### config.mk
export PLATFORM = sky130hd
export DESIGN_NAME = stopwatch_timekeeper
export DESIGN_NICKNAME = d
export VERILOG_FILES = /design/src/rtl/stopwatch_timekeeper.sv
export SDC_FILE = /design/constraint.sdc
export NUM_CORES = 1
export LEC_CHECK = 0
export BUFFER_PORTS_ARGS = -buffer_cell sky130_fd_sc_hd__clkbuf_2
export CORE_MARGIN = 2
export CORE_UTILIZATION = 40
export CTS_CLUSTER_DIAMETER = 150
export DETAILED_ROUTE_END_ITERATION = 16
export PLACE_DENSITY = 0.56
export SLEW_MARGIN = 30
export SYNTH_ARGS = -nofsm -noshare
export SYNTH_HDL_FRONTEND = slang
export SYNTH_SLANG_ARGS = --single-unit
### constraint.sdc
create_clock -name clk -period 6.05 [get_ports clk]
set_input_delay 0.9075 -clock clk [delete_from_list [all_inputs] [get_ports clk]]
set_output_delay 0.9075 -clock clk [all_outputs]
set_load 0.01 [all_outputs]
### src/rtl/stopwatch_timekeeper.sv
// Stopwatch time base: packed BCD MM.SS with run/pause/clear control and a manual SET mode.
// Latency: every button and one-second tick effect shows on the registered outputs 1 clk after the causing edge.
// Backpressure: none; buttons are single-cycle pulses and only the highest-priority one acts.
module stopwatch_timekeeper #(
    parameter int BOARD_CLOCK_FREQUENCY_IN_HZ = 100_000_000,
    parameter int MAX_MINUTES                 = 59
) (
    input  logic        clk,
    input  logic        rst,
    input  logic        btn_start,
    input  logic        btn_clear,
    input  logic        btn_set,
    input  logic        btn_inc,
    input  logic        btn_field,
    output logic [15:0] number,
    output logic        set_mode,
    output logic        set_field,
    output logic        running
);

    localparam int PW = (BOARD_CLOCK_FREQUENCY_IN_HZ > 1) ? $clog2(BOARD_CLOCK_FREQUENCY_IN_HZ) : 1;
    localparam logic [PW-1:0] PRESC_MAX = PW'(BOARD_CLOCK_FREQUENCY_IN_HZ - 1);
    localparam logic [7:0]    MAX_BCD   = {4'(MAX_MINUTES / 10), 4'(MAX_MINUTES % 10)};

    typedef enum logic [1:0] {
        ST_IDLE    = 2'd0,
        ST_RUNNING = 2'd1,
        ST_PAUSED  = 2'd2,
        ST_SET     = 2'd3
    } state_t;

    state_t        state, state_nxt;
    logic [PW-1:0] presc, presc_nxt;
    logic [15:0]   number_nxt;
    logic          set_field_nxt;
    logic          tick;
    logic [8:0]    sec_step;
    logic [7:0]    min_step;

    // {wrapped past 59, next seconds}
    function automatic logic [8:0] sec_inc(input logic [7:0] s);
        if (s[3:0] == 4'd9) begin
            if (s[7:4] == 4'd5)
                return 9'h100;
            return {1'b0, s[7:4] + 4'd1, 4'd0};
        end
        return {1'b0, s[7:4], s[3:0] + 4'd1};
    endfunction

    function automatic logic [7:0] min_inc(input logic [7:0] m);
        if (m == MAX_BCD)
            return 8'h00;
        if (m[3:0] == 4'd9)
            return {m[7:4] + 4'd1, 4'd0};
        return {m[7:4], m[3:0] + 4'd1};
    endfunction

    always_comb begin
        state_nxt     = state;
        presc_nxt     = presc;
        number_nxt    = number;
        set_field_nxt = set_field;
        sec_step      = sec_inc(number[7:0]);
        min_step      = min_inc(number[15:8]);
        tick          = (state == ST_RUNNING) && (presc == PRESC_MAX);

        if (state == ST_RUNNING)
            presc_nxt = tick ? '0 : presc + PW'(1);

        if (tick) begin
            number_nxt[7:0] = sec_step[7:0];
            if (sec_step[8])
                number_nxt[15:8] = min_step;
        end

        // Tick is applied first so a coincident button can override or pause on top of it.
        if (btn_clear) begin
            state_nxt     = ST_IDLE;
            number_nxt    = 16'h0000;
            presc_nxt     = '0;
            set_field_nxt = 1'b0;
        end else if (btn_set) begin
            case (state)
                ST_IDLE, ST_PAUSED: begin
                    state_nxt     = ST_SET;
                    set_field_nxt = 1'b0;
                end
                ST_SET: begin
                    state_nxt = ST_PAUSED;
                    presc_nxt = '0;
                end
                default: ;
            endcase
        end else if (btn_start) begin
            case (state)
                ST_IDLE: begin
                    state_nxt = ST_RUNNING;
                    presc_nxt = '0;
                end
                ST_PAUSED:  state_nxt = ST_RUNNING;
                ST_RUNNING: state_nxt = ST_PAUSED;
                default: ;
            endcase
        end else if (btn_field) begin
            if (state == ST_SET)
                set_field_nxt = ~set_field;
        end else if (btn_inc) begin
            if (state == ST_SET) begin
                if (set_field)
                    number_nxt[15:8] = min_step;
                else
                    number_nxt[7:0] = sec_step[7:0];
            end
        end
    end

    always_ff @(posedge clk or negedge rst) begin
        if (!rst) begin
            state     <= ST_IDLE;
            presc     <= '0;
            number    <= 16'h0000;
            set_field <= 1'b0;
            set_mode  <= 1'b0;
            running   <= 1'b0;
        end else begin
            state     <= state_nxt;
            presc     <= presc_nxt;
            number    <= number_nxt;
            set_field <= set_field_nxt;
            set_mode  <= (state_nxt == ST_SET);
            running   <= (state_nxt == ST_RUNNING);
        end
    end

endmodule
==> results by group <==
Setup path
  • Critical Setup Path Class: reg2reg
  • Maximum fanout along the worst path: 25
  • Worst EP arrival: between 2000 and 3000 ps
  • Critical path, cell by cell: nand3b_4, nor4_1, nand2_1, nand2b_2, nor2_1
  • Worst path slowest cell: dfrtp_1
  • Critical path buffers and inverters: 0
  • Crit path max-delay family: simple AND/OR/NAND/NOR gates
  • CP max stage delay: 610 ps
  • Data required time of the worst path: a little over 6000 ps
  • Critical path depth in cells: 5
  • Worst Reg-to-Reg Cells: 5
  • Crit end category: flip-flop
  • Crit start category: flip-flop

Floorplanning
  • Die Y: 88.73 um
  • Overall die width: about 90 um
  • Std-Cell Rows: 30
  • Core Region: approximately 6900 um^2
  • Die Area: approximately 7900 um^2
  • Top Ports: 26
  • Starting density of the core: 41.80%

GRT
  • Initial antenna violation count: 0
  • First-pass GRT wire length: about 10000 um
  • Pin count of the biggest net entering global routing: just under 50
  • Vias in the first global route: around 2200
  • Total GRT Usage: roughly 17%
  • Grt ovf: 0

Placed design
  • Pre-CTS WS: 3044 ps
  • DP HPWL: between 4000 and 5000 um
  • Routability congestion estimate: 0.7974
  • Port-buffer cells: 25

Timing
  • Slew Viols, Final: 0
  • Final WS setup: roughly 3600 ps
  • Setup violations, final: 0
  • Maximum clock rate: around 410 MHz
  • Clock skew: approximately 12 ps
  • Endpoints failing hold: 0
  • Period utilization: slightly above 40%
  • Slew margin rel.: between 50% and 60%
  • Final worst path period need: 2465 ps
  • Worst-Margin Slew: ~730 ps
  • Final setup TNS: 0 ps
  • RSZ-0062 raised after global routing: false

Routing
  • Via/cell ratio: 5.415
  • WL per Instance: around 14 um
  • Initial DRC count: approximately 120
  • Total wire length: 6104 um
  • Via count: 2307
  • Post-route antenna net violation count: 0
  • Drt pass-1 iters: 4
  • Drt drc: 0

Synthesis
  • #FFs+latches synth: 48
  • Syn nets: roughly 320
  • YS warnings: 0
  • Synth unique cells: 58
  • Synth Area in XOR/XNOR: 7.015%
  • Synth Area in Simple Gates: about 31%
  • Largest family of logic cells by synthesized area: simple AND/OR/NAND/NOR gates
  • Adder-Cell Fraction of Synth Area: 3.922%
  • Mux cell area share after synthesis: roughly 1.4%
  • FFs w/ async S/R, synth: 100.0%
  • Ys flop type: dfrtp_1
  • Post-synthesis compound-gate area fraction: between 10% and 20%
  • Post-synthesis cell area: ~2900 um^2
  • Number of synthesized flops with an enable pin: 0
  • Share of the yosys chip area belonging to registers: around two fifths
  • Synth Instances: 307
  • Mapped Avg Cell Area: 9.353 um^2

Clocking
  • Post_cts resized: 0
  • Longest Clk Path Bufs: 2
  • Setup Fix Bufs, Post-CTS: 0
  • Root buffer cell: clkbuf_8
  • Number of hold buffers added after cts: 0
  • Sink Count: 48
  • Htree depth: 2
  • TritonCTS clock tree: done
  • Worst skew pair latency: just over 300 ps
  • Cts bufs inserted: 5
  • Worst-path clk slew: approximately 90 ps

Power and ir drop
  • Maximum VDD drop: approximately 0.096 mV
  • Power Density: approximately 190 nW/um^2
  • Leak pwr: roughly 1.4 nW

Final layout
  • Antenna cells: 0
  • Synthesis-to-layout area growth: 11.02%
  • Share of layout cells above drive strength 1: approximately 15%
  • Filler Cells Inserted: about 700
  • Nets@finish: between 300 and 400

Flow run
  • Maxcap violations: 0

Outcome
  • Run status: finished clean

Worst hold path
  • Hold Crit Class: reg2reg
  • WHS Path Cells: 2
[cells in the final DEF (no fill, tap or decap), types with 3 or more instances in the layout]
| cell | instances |
|---|---|
| dfrtp_1 | 48 |
| nor2_1 | 37 |
| clkbuf_2 | 25 |
| nand2_1 | 24 |
| xor2_1 | 18 |
| nand3_1 | 15 |
| a21oi_1 | 13 |
| inv_1 | 12 |
| o21ai_0 | 11 |
| nand4_1 | 9 |
| ha_1 | 9 |
| and4_1 | 6 |
| and3_1 | 6 |
| and2_1 | 6 |
| nor3_1 | 6 |
| xnor2_1 | 5 |
| clkbuf_8 | 5 |
| o31ai_1 | 4 |
| nand3b_1 | 4 |
| mux2i_1 | 4 |
| nand2b_1 | 3 |
| nor2b_1 | 3 |
| and3b_1 | 3 |
| o2111ai_1 | 3 |
| o211ai_1 | 3 |
| or3_1 | 3 |
[cell families after synthesis]
| family | Yosys count |
|---|---|
| xor+xnor | 23 |
| buf+inv | 23 |
| flops | 48 |
| simple gates | 150 |
| compound gates | 50 |
| fa+ha+maj | 9 |
| mux | 4 |
[cells in the mapped netlist (2+ instances only)]
| cell type | n | share of area, % |
|---|---|---|
| nor4b_1 | 2 | 0.61 |
| nor2b_1 | 3 | 0.65 |
| nand2_1 | 24 | 3.1 |
| nand4_1 | 9 | 2.0 |
| buf_2 | 4 | 0.70 |
| o2111ai_1 | 3 | 0.92 |
| and3_1 | 6 | 1.3 |
| o41ai_1 | 2 | 0.61 |
| or3_1 | 3 | 0.65 |
| nor4_1 | 2 | 0.44 |
| xnor2_1 | 5 | 1.5 |
| o22ai_1 | 2 | 0.44 |
| dfrtp_1 | 48 | 42 |
| nand3b_1 | 4 | 1.0 |
| clkbuf_1 | 7 | 0.92 |
| o21ai_0 | 11 | 1.9 |
| mux2i_1 | 4 | 1.4 |
| nand4b_1 | 2 | 0.61 |
| o211ai_1 | 3 | 0.78 |
| and2_1 | 6 | 1.3 |
| nor3_1 | 6 | 1.0 |
| ha_1 | 9 | 3.9 |
| o31ai_1 | 4 | 1.0 |
| a21oi_1 | 13 | 2.3 |
| and4_1 | 6 | 1.8 |
| inv_1 | 12 | 1.6 |
| a31oi_1 | 2 | 0.44 |
| or4_1 | 2 | 0.52 |
| xor2_1 | 18 | 5.5 |
| nor2_1 | 37 | 4.8 |
| nand2b_1 | 4 | 0.87 |
| o22a_1 | 2 | 0.61 |
| and3b_1 | 3 | 0.92 |
| nand3_1 | 15 | 2.6 |
[metrics by stage]
stage / util (%) / cell area, um^2 / instances / hold WS, ps / power [mW]
2_1_floorplan: - / 2872 / 307 / 496.8 / 0.3547
3_3_place_gp: 44.81 / 3078 / 418 / 520.9 / 0.3688
3_5_place_dp: 44.81 / 3078 / 418 / 532.2 / 0.3691
4_1_cts: 46.38 / 3186 / 426 / 553.1 / 0.6065
5_1_grt: 46.41 / 3188 / 426 / 575.1 / 0.6224
6_report: 46.41 / 3188 / 426 / 555.8 / 0.5988
[area by class of cell]
cell class	instances	area (um^2)	area share (%)
timing repair buffer	26	132.6	4.160
multi-input combinational	236	1582	49.61
tap	96	120.1	3.768
inverter	12	45.04	1.413
sequential	48	1201	37.68
clock inverter	2	35.03	1.099
clock buffer	6	72.57	2.276
[worst min-delay path, cell delays in order, from the launching register on]
cell     delay (ps)
dfrtp_1         360
xor2_1           70
nor2_1           90
[registers in the layout, summed over array words and instances (netlist names)]
name / flops
presc: 27
number: 16
state: 2
running: 1
set_field: 1
set_mode: 1
[metal layers]
layer	vias up	part of all wire [%]	GRT usage (%)
met2	31	43	25.78
met5	-	0	0
li1	1154	-	-
met4	0	1.1	4.545
met1	1117	53	24.56
met3	5	2.8	3.451
[power breakdown]
group          leakage, nW  switching, mW  internal (mW)
logic                0.685         0.0232         0.0101
registers            0.666        0.00495          0.324
clock network       0.0552          0.114          0.123
total                 1.41          0.142          0.457
[worst paths after layout]
kind                       startpoint         to  slack (ps)
max in group asynchronous         rst  number[3]        4930
min reg2reg                 presc[26]  presc[26]         560
max                          state[0]  presc[14]        3580
min                         presc[26]  presc[26]         560
min in group asynchronous         rst  number[5]         680
max reg2reg                  state[0]  presc[14]        3580
(Power assumes the default switching activity.)
